[src/rtl/freq_meas_if.sv]
// Handshake bundle between the frequency-measurement sequencer and its
// top-level requester and the period, divider and bin2bcd datapath blocks.
interface freq_meas_if;
  logic        start;
  logic        ready;
  logic        done_tick;
  logic        err;
  logic        prd_start;
  logic        prd_done;
  logic [19:0] prd;
  logic        div_start;
  logic        div_done;
  logic [19:0] dvnd;
  logic [19:0] dvsr;
  logic [19:0] quo;
  logic        b2b_start;
  logic        b2b_done;
  logic [19:0] freq;

  modport master (
    input  start, prd_done, prd, div_done, quo, b2b_done,
    output ready, done_tick, err, prd_start, div_start,
    output dvnd, dvsr, b2b_start, freq
  );

  modport slave (
    output start, prd_done, prd, div_done, quo, b2b_done,
    input  ready, done_tick, err, prd_start, div_start,
    input  dvnd, dvsr, b2b_start, freq
  );
endinterface

[src/rtl/freq_meas_ctrl.sv]
// Sequencer: period count -> divide -> bin2bcd, with watchdog and /0 guard.
// FREQ_MEAS_CONTINUOUS_EN: loop DONE -> COUNT forever after one start.
module freq_meas_ctrl #(
  parameter int DIVIDEND       = 1_000_000,
  parameter int TIMEOUT_CYCLES = 200_000_000,
  parameter int TO_W           = 28
) (
  input  logic        clk,
  input  logic        reset,
  freq_meas_if.master bus
);

  typedef enum logic [2:0] {
    IDLE,
    COUNT,
    FRQ,
    B2B,
    DONE
  } state_t;

  localparam logic [TO_W-1:0] WD_LAST =
    TO_W'(TIMEOUT_CYCLES - 1);

  state_t          state, state_n;
  logic [TO_W-1:0] wd, wd_n;
  logic            err_q, err_n;
  logic [19:0]     dvsr_q, dvsr_n;
  logic [19:0]     freq_q, freq_n;
  logic            prd_st, prd_st_n;
  logic            div_st, div_st_n;
  logic            b2b_st, b2b_st_n;

  always_ff @(posedge clk) begin
    if (reset) begin
      state  <= IDLE;
      wd     <= '0;
      err_q  <= 1'b0;
      dvsr_q <= '0;
      freq_q <= '0;
      prd_st <= 1'b0;
      div_st <= 1'b0;
      b2b_st <= 1'b0;
    end else begin
      state  <= state_n;
      wd     <= wd_n;
      err_q  <= err_n;
      dvsr_q <= dvsr_n;
      freq_q <= freq_n;
      prd_st <= prd_st_n;
      div_st <= div_st_n;
      b2b_st <= b2b_st_n;
    end
  end

  always_comb begin
    state_n  = state;
    wd_n     = wd;
    err_n    = err_q;
    dvsr_n   = dvsr_q;
    freq_n   = freq_q;
    prd_st_n = 1'b0;
    div_st_n = 1'b0;
    b2b_st_n = 1'b0;
    unique case (state)
      IDLE: begin
        if (bus.start) begin
          state_n  = COUNT;
          wd_n     = '0;
          err_n    = 1'b0;
          prd_st_n = 1'b1;
        end
      end
      COUNT: begin
        wd_n = wd + 1'b1;
        // a period arriving on the final watchdog cycle still wins
        if (bus.prd_done) begin
          dvsr_n = bus.prd;
          if (bus.prd == '0) begin
            err_n   = 1'b1;
            state_n = DONE;
          end else begin
            state_n  = FRQ;
            div_st_n = 1'b1;
          end
        end else if (wd == WD_LAST) begin
          err_n   = 1'b1;
          state_n = DONE;
        end
      end
      FRQ: begin
        if (bus.div_done) begin
          freq_n   = bus.quo;
          state_n  = B2B;
          b2b_st_n = 1'b1;
        end
      end
      B2B: begin
        if (bus.b2b_done) state_n = DONE;
      end
      DONE: begin
`ifdef FREQ_MEAS_CONTINUOUS_EN
        state_n  = COUNT;
        wd_n     = '0;
        err_n    = 1'b0;
        prd_st_n = 1'b1;
`else
        state_n = IDLE;
`endif
      end
      default: state_n = IDLE;
    endcase
  end

  assign bus.ready     = (state == IDLE);
  assign bus.done_tick = (state == DONE);
  assign bus.err       = err_q;
  assign bus.prd_start = prd_st;
  assign bus.div_start = div_st;
  assign bus.b2b_start = b2b_st;
  assign bus.dvnd      = 20'(DIVIDEND);
  assign bus.dvsr      = dvsr_q;
  assign bus.freq      = freq_q;

endmodule

[src/flat_wrapper.sv]
// flat-port wrapper written by rule: the top's interface ports become plain ports
module freq_meas_ctrl_flat 
#(
  parameter int DIVIDEND       = 1_000_000,
  parameter int TIMEOUT_CYCLES = 200_000_000,
  parameter int TO_W           = 28
)
  (clk, reset, bus_start, bus_prd_done, bus_prd, bus_div_done, bus_quo, bus_b2b_done, bus_ready, bus_done_tick, bus_err, bus_prd_start, bus_div_start, bus_dvnd, bus_dvsr, bus_b2b_start, bus_freq);
  freq_meas_if bus_i ();
  input  logic clk;
  input  logic reset;
  input wire logic [$bits(bus_i.start)-1:0] bus_start;
  input wire logic [$bits(bus_i.prd_done)-1:0] bus_prd_done;
  input wire logic [$bits(bus_i.prd)-1:0] bus_prd;
  input wire logic [$bits(bus_i.div_done)-1:0] bus_div_done;
  input wire logic [$bits(bus_i.quo)-1:0] bus_quo;
  input wire logic [$bits(bus_i.b2b_done)-1:0] bus_b2b_done;
  output wire logic [$bits(bus_i.ready)-1:0] bus_ready;
  output wire logic [$bits(bus_i.done_tick)-1:0] bus_done_tick;
  output wire logic [$bits(bus_i.err)-1:0] bus_err;
  output wire logic [$bits(bus_i.prd_start)-1:0] bus_prd_start;
  output wire logic [$bits(bus_i.div_start)-1:0] bus_div_start;
  output wire logic [$bits(bus_i.dvnd)-1:0] bus_dvnd;
  output wire logic [$bits(bus_i.dvsr)-1:0] bus_dvsr;
  output wire logic [$bits(bus_i.b2b_start)-1:0] bus_b2b_start;
  output wire logic [$bits(bus_i.freq)-1:0] bus_freq;
  assign bus_i.start = bus_start;
  assign bus_i.prd_done = bus_prd_done;
  assign bus_i.prd = bus_prd;
  assign bus_i.div_done = bus_div_done;
  assign bus_i.quo = bus_quo;
  assign bus_i.b2b_done = bus_b2b_done;
  assign bus_ready = bus_i.ready;
  assign bus_done_tick = bus_i.done_tick;
  assign bus_err = bus_i.err;
  assign bus_prd_start = bus_i.prd_start;
  assign bus_div_start = bus_i.div_start;
  assign bus_dvnd = bus_i.dvnd;
  assign bus_dvsr = bus_i.dvsr;
  assign bus_b2b_start = bus_i.b2b_start;
  assign bus_freq = bus_i.freq;
  freq_meas_ctrl #(.DIVIDEND(DIVIDEND), .TIMEOUT_CYCLES(TIMEOUT_CYCLES), .TO_W(TO_W)) u_core (.clk(clk), .reset(reset), .bus(bus_i));
endmodule
[config.mk]
export PLATFORM = sky130hd
export DESIGN_NAME = freq_meas_ctrl_flat
export DESIGN_NICKNAME = d
export VERILOG_FILES = /design/src/rtl/freq_meas_if.sv /design/src/rtl/freq_meas_ctrl.sv /design/src/flat_wrapper.sv
export SDC_FILE = /design/constraint.sdc
export NUM_CORES = 1
export LEC_CHECK = 0
export BUFFER_PORTS_ARGS = -buffer_cell sky130_fd_sc_hd__buf_4
export CORE_UTILIZATION = 46
export CTS_CLUSTER_SIZE = 12
export DETAILED_ROUTE_END_ITERATION = 12
export HOLD_SLACK_MARGIN = 0.1
export MAX_ROUTING_LAYER = met4
export PLACE_DENSITY = 0.88
export SYNTH_ARGS = -nofsm -noshare
export SYNTH_HDL_FRONTEND = slang
export SYNTH_SLANG_ARGS = --single-unit
[constraint.sdc]
create_clock -name clk -period 1.5 [get_ports clk]
set_input_delay 0.45 -clock clk [delete_from_list [all_inputs] [get_ports clk]]
set_output_delay 0.45 -clock clk [all_outputs]
set_load 0.02 [all_outputs]
# == Word level (Yosys, flattened, before mapping) ==
# Cells that the tools add are included.
# op_classes
eq_ne,10
muxes,17
n_reduce_logical,11
n_addsub,1
bitwise_logic,4
# ops
operator,n
28-bit one-hot mux with 2 select lines,1
28-bit by 1-bit adder with 28-bit output (second input constant),1
28-bit equality test (second input constant),1
28-bit two-way mux,1
20-bit zero test,1
3-bit two-way mux,6
3-bit one-hot mux with 4 select lines,1
4-bit AND reduction,2
1-bit two-way mux,7
3-bit by 2-bit equality test with 1-bit output (second input constant),2
2-bit != test (second input constant),3
3-bit by 2-bit != test with 1-bit output (second input constant),2
2-bit AND reduction,3
1-bit NOT,4
2-bit OR reduction,2
3-bit by 1-bit equality test with 1-bit output (second input constant),1
3-bit equality test (second input constant),1
3-bit zero test,1
3-bit OR reduction,1
1-bit one-hot mux with 2 select lines,1
2-bit nonzero test,1
# totals
ff_bits,75
output_inout_bits,66

# == Longest topological paths before layout ==
# Gate-level depths: netlist of run 1.
# depth
ltp_word,4
depth_mapped,7
ltp_nobuf,5

# == Worst setup path before layout of run 1 ==
# OpenSTA, ideal clock, no wires.
# synth_path
kind,reg2reg
startpoint,reg u_core.wd[0]
endpoint,reg u_core.wd[18]
period_less_slack_ns,1.666
t_arrival_ns,1.543
n_path_buf,1
t_required_ns,1.377
slack_ns,-0.166
path_stages_with_launch,7
path_cell_list,dfxtp_1 -> ha_1 -> and3_1 -> clkbuf_1 -> nand3_2 -> nor3_1 -> mux2_1
# synth_between
elab_chain_cells,2
# synth_lines
item,line,text
start: declaration,freq_meas_ctrl.sv:25,"logic [TO_W-1:0] wd, wd_n;"
start signal: assignment,freq_meas_ctrl.sv:45,wd <= wd_n;
28-bit by 1-bit adder with 28-bit output,freq_meas_ctrl.sv:74,wd_n = wd + 1'b1;
28-bit one-hot mux with 2 select lines,freq_meas_ctrl.sv:64,unique case (state)
# Every way passes these cells.
# A chain may end at the register's enable or synchronous reset.

# == Worst setup path after layout of run 1 ==
# layout_path
startpoint,reg u_core.state[2]
endpoint,reg u_core.wd[20]
# layout_between
elab_chain_cells,3
word_cells_on_any_way,6
cone_classes,eq/ne: 2; mux: 1; reduce/logical: 3
# layout_lines
item,line,text
start: declaration,freq_meas_ctrl.sv:24,"state_t state, state_n;"
start signal: assignment,freq_meas_ctrl.sv:44,state <= state_n;
3-bit by 1-bit equality test with 1-bit output / 3-bit zero test (equally long branches),freq_meas_ctrl.sv:64,
2-bit nonzero test (no source line) / 2-bit != test (equally long branches),n/a,
2-bit AND reduction (no source line),n/a,
# Parallel ways exist; a longest one is shown, timed or not.

==> results.json, run 1 <==
{
  "root_buffer": "clkbuf_8",
  "synth_top_cells_by_area": "dfxtp_1 44%, nand2_1 11%, a21oi_1 7.8%",
  "synth_cells": 416,
  "io_pins": 112,
  "postSynth.asyncResetShare": 0,
  "ant_nets": 0,
  "powerDensity_nw_per_um2": 984,
  "wl_mm": 10.7,
  "final_common_cell": "buf_4",
  "hold_ws_ns": 0.328,
  "syn_area_um2": 3420,
  "crit_type": "reg2reg",
  "yosys.area.top_type_share": 0.439,
  "critPathLaunchType": "flop",
  "tightest_slew_ns": 0.537,
  "seq_power_share": 0.421,
  "final_cell_mix": "141 x buf_4, 96 x nand2_1, 70 x dfxtp_1, 46 x a21oi_1, 20 x conb_1",
  "finalSetupTns_ns": -1.87,
  "status": "finished with violations",
  "power_leakage_nw": 2.08,
  "syn_area_per_cell_um2": 8.22,
  "place_congestion": 0.814,
  "first_pass_iters": 5,
  "violations": "setup timing",
  "drtIter0Drc": 395,
  "post-route-period-util": 1.10,
  "cp_max_fo": 6,
  "cts_tree": "built",
  "layout.nets": 600,
  "synth_edf_count": 0,
  "crit_required_ns": 1.74,
  "hold_path_depth": 3,
  "period_minus_slack_ns": 1.65,
  "ir_worst_vdd_mv": 0.805,
  "synth_ff_type": "dfxtp_1",
  "yosysWarnings": 0,
  "clock-sinks": 75,
  "internal-power_mw": 3.62,
  "rsz0062_at_grt": "yes",
  "grt_pass1_vias": 3261,
  "drc": 0,
  "setup_ws_ns": -0.150,
  "clkPwrFrac": 0.382,
  "cts_max_path_buffers": 2,
  "combPwrFrac": 0.197,
  "grt_pass1_wl_mm": 14.7,
  "grt_max_degree": 23,
  "end_kind": "flop",
  "synth_area_leader_cell": "dfxtp_1",
  "overflow": 0,
  "p_total_mw": 5.00,
  "slew_headroom": 0.640,
  "die_x_um": 88.2,
  "die_height_um": 88.2,
  "setup_viol": 30,
  "place.port_buffers": 91,
  "rows": 31,
  "dr_total_vias": 3683,
  "min_path_type": "in2reg",
  "grtUsageTotal": 0.251,
  "ys_ff_latch": 75,
  "die-area_um2": 7790,
  "crit_arrival_ns": 1.89,
  "diodes": 0,
  "ys_types": 49,
  "ctsHtreeMaxLevel": 3,
  "clk_pin_slew_ns": 0.08,
  "cts_made_buffers": 9,
  "hold_buffers": 0,
  "grt-busiest-layer": "met2",
  "clock_latency_ns": 0.37,
  "fin_skew_ns": 0.0167,
  "drive_gt1_frac": 0.428,
  "r2r_cells": 7,
  "area_delta_synth_final_pct": 48.4,
  "antenna_found_initial": 0,
  "fmax_mhz": 606,
  "vias_per_cell": 5.61,
  "gr-usage-met2": 0.401,
  "p_sw_frac": 0.275,
  "grt.met3_usage": 0.0653,
  "wl_per_cell_um": 16.3,
  "hold_violations": 0,
  "initial_utilization": 0.474,
  "switchingPower_mw": 1.37,
  "drv_cap": 0,
  "core_region_area_um2": 7210,
  "ys_seq_area_frac": 0.439,
  "met1_usage": 0.291,
  "maxSlewViolCount": 0,
  "n_fill_cell": 494,
  "dpl.hpwl_mm": 6.12
}
synthesized netlist by cell type, types with 2 or more instances:
cell and n:
buf_4 21, o211ai_1 11, or3_1 3, nand2b_1 2, nand3_1 7, buf_6 4
mux2_1 2, nand2_1 97, and3_1 4, a211oi_1 2, nand3_2 2, clkbuf_1 15
o41ai_1 6, and4_1 6, nand3b_1 3, dfxtp_1 75, nor4_1 7, nor3_1 11
conb_1 2, o31ai_1 6, or2_2 7, mux2i_1 5, o21ai_0 7, nand4_1 7
nor3b_1 2, nor2_1 14, nand4_2 2, buf_2 7, a21oi_1 53, inv_1 7
cell type report:
| type | instances | area (um2) | share of cell area |
|---|---|---|---|
| multi-input cells | 307 | 1960 | 0.386 |
| flip-flops and latches | 75 | 1510 | 0.298 |
| repair buffers | 153 | 1210 | 0.239 |
| clock buffers | 10 | 128 | 0.0251 |
| well taps | 99 | 124 | 0.0244 |
| clock inverters | 6 | 113 | 0.0222 |
| inverters | 7 | 26.3 | 0.00517 |
critical path, cell delays in order (launching register included):
cell      delay [ns]
dfxtp_4         0.36
buf_4           0.14
nor3b_4         0.20
buf_6           0.16
nand3_4         0.13
buf_4           0.17
o311ai_2        0.24
o41ai_2         0.13
worst paths after layout:
kind	startpoint	end	slack [ns]
min reg2reg	u_core.bus.freq[8]$_SDFFE_PP0P_	u_core.bus.freq[8]$_SDFFE_PP0P_	0.46
max reg2reg	u_core.state[2]$_SDFFE_PP0P_	u_core.wd[20]$_SDFFE_PP0P_	-0.15
max	u_core.state[2]$_SDFFE_PP0P_	u_core.wd[20]$_SDFFE_PP0P_	-0.15
min	bus_quo[19]	u_core.bus.freq[19]$_SDFFE_PP0P_	0.33
per-layer routing:
metal	up-vias	routed length, um
li1	1700	-
met1	1734	4270
met2	194	5290
met3	55	718
met4	0	454
met5	-	0
repair_timing:
| action | in CTS | in global routing |
|---|---|---|
| pin swaps | 13 | 15 |
| gates cloned | 1 | 3 |
| gates resized for setup | 40 | 42 |
| setup endpoints to repair | 75 | 53 |
| setup buffers | 7 | 7 |
stage by stage:
step	area, um2	std cells	worst slack (ns)	util
global placement	4400	625	-0.170	0.609
detailed placement	4400	625	-0.232	0.609
global route	5080	657	-0.212	0.704
CTS	4830	648	-0.156	0.670
finish	5080	657	-0.150	0.704
floorplan	3530	434	-0.00340	-
cells by family after synthesis:
kind of cell	synth area share
adder cells (fa/ha/maj)	0.00366
buffers and inverters	0.0951
flip-flops	0.439
other	0.00220
AO/OA/AOI/OAI	0.162
AND/OR/NAND/NOR	0.277
multiplexers	0.0212
power groups by stage:
stage                     combinational (mW)  sequential, mW  clock [mW]
after floorplan                        0.413            2.20           0
after global placement                 0.757            2.15           0
after detailed placement               0.776            2.15           0
after CTS                              0.876            2.10        1.90
after global routing                    1.05            2.11        1.99
final                                  0.985            2.10        1.91
state kept, by name, indices dropped and copies added, names as in the netlist:
signal / count
u_core.bus.prd_start: 1
u_core.state: 3
u_core.bus.err: 1
u_core.wd: 28
u_core.bus.div_start: 1
u_core.bus.freq: 20
u_core.bus.dvsr: 20
u_core.bus.b2b_start: 1
No activity file was read; power rests on OpenSTA's default activity.
==> run 2, diff against run 1 <==
Settings changed: CAP_MARGIN set to 15, CORE_UTILIZATION 46 to 54, PLACE_DENSITY 0.88 to 0.95.
Clock period 1.5 ns to 1.9 ns, I/O delays scaled along.
==> run 2 against run 1 <==
  * The flow now finishes without violations
  * Global-route usage up 1.4 points
  * Worst setup slack gained 0.22 ns
  * Die area shrank 14%
  * Highest routed layer unchanged
==> results.json, run 2 (synthesized netlist as in run 1, its figures left out) <==
{
  "placed_cell_area_um2": 4100,
  "post-route-period-util": 0.962,
  "crit_top_cell": "buf_4",
  "place_congestion": 0.786,
  "io_pins": 112,
  "wl_per_cell_um": 14.3,
  "min-delay-start": "u_core.bus.freq[15]$_SDFFE_PP0P_",
  "final_cell_mix": "105 x buf_4, 97 x nand2_1, 74 x dfxtp_1, 53 x a21oi_1, 20 x conb_1",
  "diodes": 0,
  "cts_tree": "built",
  "grtUsageTotal": 0.265,
  "drive_gt1_frac": 0.282,
  "cp_top_family": "flip-flops",
  "antenna_found_initial": 0,
  "dpl.hpwl_mm": 5.77,
  "min_path_type": "reg2reg",
  "startpoint": "u_core.state[2]$_SDFFE_PP0P_",
  "core_region_area_um2": 6030,
  "setup_ws_ns": 0.0718,
  "fin_skew_ns": 0.00933,
  "hold_ws_ns": 0.457,
  "post_cts_buffers": 0,
  "largest-register": "u_core.wd",
  "die_height_um": 81.6,
  "place.port_buffers": 91,
  "status": "finished, final reports clean",
  "overflow": 0,
  "die-area_um2": 6660,
  "ant_nets": 0,
  "crit_type": "reg2out",
  "crit_required_ns": 1.33,
  "die_x_um": 81.6,
  "area_delta_synth_final_pct": 26.3,
  "p_total_mw": 3.53,
  "rows": 28,
  "rsz0062_at_grt": "no",
  "dr_total_vias": 3283,
  "period_minus_slack_ns": 1.83,
  "crit_arrival_ns": 1.26,
  "n_fill_cell": 434,
  "cts_max_path_buffers": 2,
  "slowest_delay_ns": 0.37,
  "first_pass_iters": 4,
  "multiInputGateArea_um2": 1680,
  "initial_utilization": 0.568,
  "clk_pin_slew_ns": 0.07,
  "fmax_mhz": 547,
  "final_area_um2": 4320,
  "critPathLaunchType": "flop",
  "grt_pass1_wl_mm": 13.2,
  "hold_buffers": 0,
  "power_leakage_nw": 1.72,
  "path_buf_inv": 2,
  "drv_cap": 0,
  "setup_viol": 0,
  "ctsHtreeMaxLevel": 3,
  "drc": 0,
  "wl_mm": 8.31,
  "final_common_cell": "buf_4",
  "clock-sinks": 75,
  "layout.nets": 550,
  "grt_max_degree": 74,
  "end_kind": "output pin",
  "root_buffer": "clkbuf_8",
  "r2r-start": "u_core.wd[0]$_SDFFE_PP0P_",
  "dp_worst_setup_slack_ns": -0.328,
  "rrSetupSlack_ns": 0.10,
  "powerDensity_nw_per_um2": 816,
  "grt_pass1_vias": 3128,
  "cts_made_buffers": 9,
  "vias_per_cell": 5.64,
  "ir_worst_vdd_mv": 0.636,
  "cp_max_fo": 8,
  "cp_cell_sequence": "buf_4 > nor3_1 > buf_4",
  "largest_reg_flops": 28,
  "crit_slowest_cell": "dfxtp_4",
  "maxSlewViolCount": 0,
  "hold_violations": 0,
  "drtIter0Drc": 208,
  "ff_latch_area_um2": 1510,
  "postLayoutCoreUtil": 0.717,
  "clock_latency_ns": 0.35
}
==> run 2: cell count changes in the layout (fill, tap and decap cells not counted), moves of 5 or more <==
cell / delta
buf_4: -36
buf_6: -9
a21oi_1: +7
a21oi_2: -7
nor3_1: +7
nor3_2: -5
==> run 2: final timing paths <==
path                                                         end  cells after the start
worst min register to register  u_core.bus.freq[15]$_SDFFE_PP0P_                      2
worst min-delay path            u_core.bus.freq[15]$_SDFFE_PP0P_                      2
worst max-delay path                                   bus_ready                      3
worst max register to register        u_core.wd[18]$_SDFFE_PP0P_                      5
==> run 2: tightest hold or removal path, cell delays in order (launching register included) <==
cell and delay, ns:
dfxtp_1 0.31, nand2_1 0.05, a21oi_1 0.05
==> run 2: where the power goes <==
| group | leakage, nW | internal, mW | switching, mW | total, mW |
|---|---|---|---|---|
| Clock | 0.106 | 0.730 | 0.562 | 1.29 |
| Combinational | 1.01 | 0.241 | 0.329 | 0.570 |
| Sequential | 0.607 | 1.62 | 0.0400 | 1.66 |
| Total | 1.72 | 2.59 | 0.932 | 3.53 |
==> run 2: area by class of cell <==
type                    instances  share of cell area
clock inverters                 5              0.0182
multi-input cells             304               0.389
clock buffers                  10              0.0295
well taps                      75              0.0217
inverters                       7             0.00608
repair buffers                106               0.187
flip-flops and latches         75               0.348
==> run 2: per-layer routing <==
layer / wire length, um / vias to the layer above / share of wire / track usage
met5: 0 / - / 0 / -
met4: 101 / 0 / 0.012 / 0.0842
met3: 637 / 12 / 0.077 / 0.0989
met2: 4240 / 136 / 0.51 / 0.452
met1: 3330 / 1539 / 0.40 / 0.285
li1: - / 1596 / - / -
==> run 2: metrics by stage <==
step	TNS [ns]	std cells
after CTS	0	582
after global placement	-1.95	567
after floorplan	0	434
after detailed placement	-2.85	567
after global routing	0	582
final	0	582
==> run 2: what timing repair did <==
| item | in CTS | in global routing |
|---|---|---|
| gates resized for setup | 2 | 4 |
| hold endpoints to repair | 0 | 0 |
| endpoints found under the setup margin | 13 | 2 |
==> run 3, diff against run 2 <==
Settings changed: CELL_PAD_IN_SITES_DETAIL_PLACEMENT set to 1, CELL_PAD_IN_SITES_GLOBAL_PLACEMENT set to 1, CORE_UTILIZATION 54 to 39, RECOVER_POWER set to 100.
==> run 3 against run 2 <==
  * Sequential cell count unchanged
  * Sequential share of layout area up 1.3 points
  * Cell count up 5.2%
  * Largest power group unchanged
  * Highest routed layer unchanged
==> results.json, run 3 (synthesized netlist as in run 1, its figures left out) <==
{
  "largest_reg_flops": 28,
  "finalSetupTns_ns": 0,
  "fmax_mhz": 547,
  "antenna_found_initial": 0,
  "slowest_delay_ns": 0.37,
  "r2r-start": "u_core.wd[0]$_SDFFE_PP0P_",
  "ctsHtreeMaxLevel": 3,
  "cts_made_buffers": 9,
  "vias_per_cell": 5.40,
  "rsz0062_at_grt": "no",
  "ir_worst_vdd_mv": 0.511,
  "setup_viol": 0,
  "rows": 33,
  "drive_gt1_frac": 0.195,
  "die_height_um": 95.7,
  "drc": 0,
  "slew_headroom": 0.544,
  "cp_cell_sequence": "buf_4 > nor3_2 > buf_2",
  "cp_max_fo": 7,
  "post_cts_buffers": 0,
  "ant_nets": 0,
  "clock-sinks": 75,
  "die_x_um": 95.7,
  "route.met3.wl_um": 518,
  "crit_slowest_cell": "dfxtp_4",
  "grt_pass1_wl_mm": 15.8,
  "startpoint": "u_core.state[2]$_SDFFE_PP0P_",
  "placed_cell_area_um2": 4130,
  "place.port_buffers": 91,
  "hold_path_depth": 2,
  "die-area_um2": 9150,
  "dr_wl_met2_mm": 5.14,
  "r2r_cells": 6,
  "core_region_area_um2": 8340,
  "rrSetupSlack_ns": 0.11,
  "crit_required_ns": 1.33,
  "min_path_type": "reg2reg",
  "largest-register": "u_core.wd",
  "cts_tree": "built",
  "min_to": "u_core.bus.freq[1]$_SDFFE_PP0P_",
  "fin_skew_ns": 0.0110,
  "overflow": 0,
  "wl_mm": 9.93,
  "clk_pin_slew_ns": 0.08,
  "grt_pass1_vias": 3436,
  "routed.top_layer": "met4",
  "place_congestion": 0.777,
  "r2r_end": "u_core.wd[20]$_SDFFE_PP0P_",
  "dpl.hpwl_mm": 6.85,
  "status": "finished, final reports clean",
  "clock_latency_ns": 0.35,
  "io_pins": 112,
  "final_area_um2": 4170,
  "cp_top_family": "flip-flops",
  "power_leakage_nw": 1.51,
  "dp_worst_setup_slack_ns": -0.371,
  "maxSlewViolCount": 0,
  "crit_type": "reg2out",
  "diodes": 0,
  "layout.nets": 549,
  "cts_max_path_buffers": 2,
  "min-delay-start": "u_core.bus.freq[1]$_SDFFE_PP0P_",
  "post-route-period-util": 0.963,
  "area_delta_synth_final_pct": 21.8,
  "crit_arrival_ns": 1.26,
  "tightest_slew_ns": 0.685,
  "final_cell_mix": "97 x nand2_1, 73 x dfxtp_1, 56 x buf_4, 53 x a21oi_1, 46 x clkbuf_1",
  "critPathLaunchType": "flop",
  "setup_ws_ns": 0.0703,
  "hold_buffers": 0,
  "drt-met1-wl_mm": 4.15,
  "p_total_mw": 3.43,
  "root_buffer": "clkbuf_8",
  "drtIter0Drc": 126,
  "hold_violations": 0,
  "cp_num_cells": 3,
  "dr_total_vias": 3304,
  "drv_cap": 0,
  "path_buf_inv": 2,
  "grtUsageTotal": 0.230,
  "first_pass_iters": 4,
  "grt_max_degree": 74,
  "period_minus_slack_ns": 1.83,
  "final_common_cell": "nand2_1",
  "initial_utilization": 0.410,
  "powerDensity_nw_per_um2": 823,
  "end_kind": "output pin",
  "wl_per_cell_um": 16.2
}
## run 3: routing by layer
layer,track usage,vias up
met1,0.253,1591
li1,-,1594
met5,-,-
met3,0.0534,13
met2,0.408,106
met4,0.0771,0
## run 3: final cells by class
cell class | instances | area, um2
fill | 1053 | 4170
clock inverter | 6 | 66.3
inverter | 7 | 26.3
multi-input combinational | 304 | 1690
sequential | 75 | 1510
clock buffer | 10 | 128
timing repair buffer | 105 | 624
tap | 105 | 131
## run 3: worst max-delay path by stage
stage                                      end  slack, ns
floorplan           u_core.wd[18]$_SDFFE_PP0P_       0.23
global placement    u_core.wd[20]$_SDFFE_PP0P_      -0.33
detailed placement  u_core.wd[20]$_SDFFE_PP0P_      -0.37
CTS                              bus_done_tick      0.008
global route                     bus_done_tick       0.01
finish                               bus_ready       0.07
## run 3: power by group
group | internal [mW] | switching, mW
registers | 1.62 | 0.0429
clock network | 0.607 | 0.621
logic | 0.196 | 0.342
total | 2.43 | 1.01
## run 3: per-stage QoR
stage,utilization,std cells,hold slack [ns]
after floorplan,-,434,0.444
after global placement,0.495,596,0.442
after detailed placement,0.495,596,0.449
after CTS,0.518,612,0.447
after global routing,0.500,612,0.448
final,0.500,612,0.458
## run 3: tightest hold or removal path, stage by stage, from the launching register on
cell and delay, ns:
dfxtp_1 0.32, nand2_1 0.05, a21oi_1 0.05
## run 3: repair_timing
action / in CTS / in global routing
cloned: 0 / 0
endpoints found under the setup margin: 19 / 26
endpoints found under the hold margin: 0 / 0
resized for setup: 2 / 7
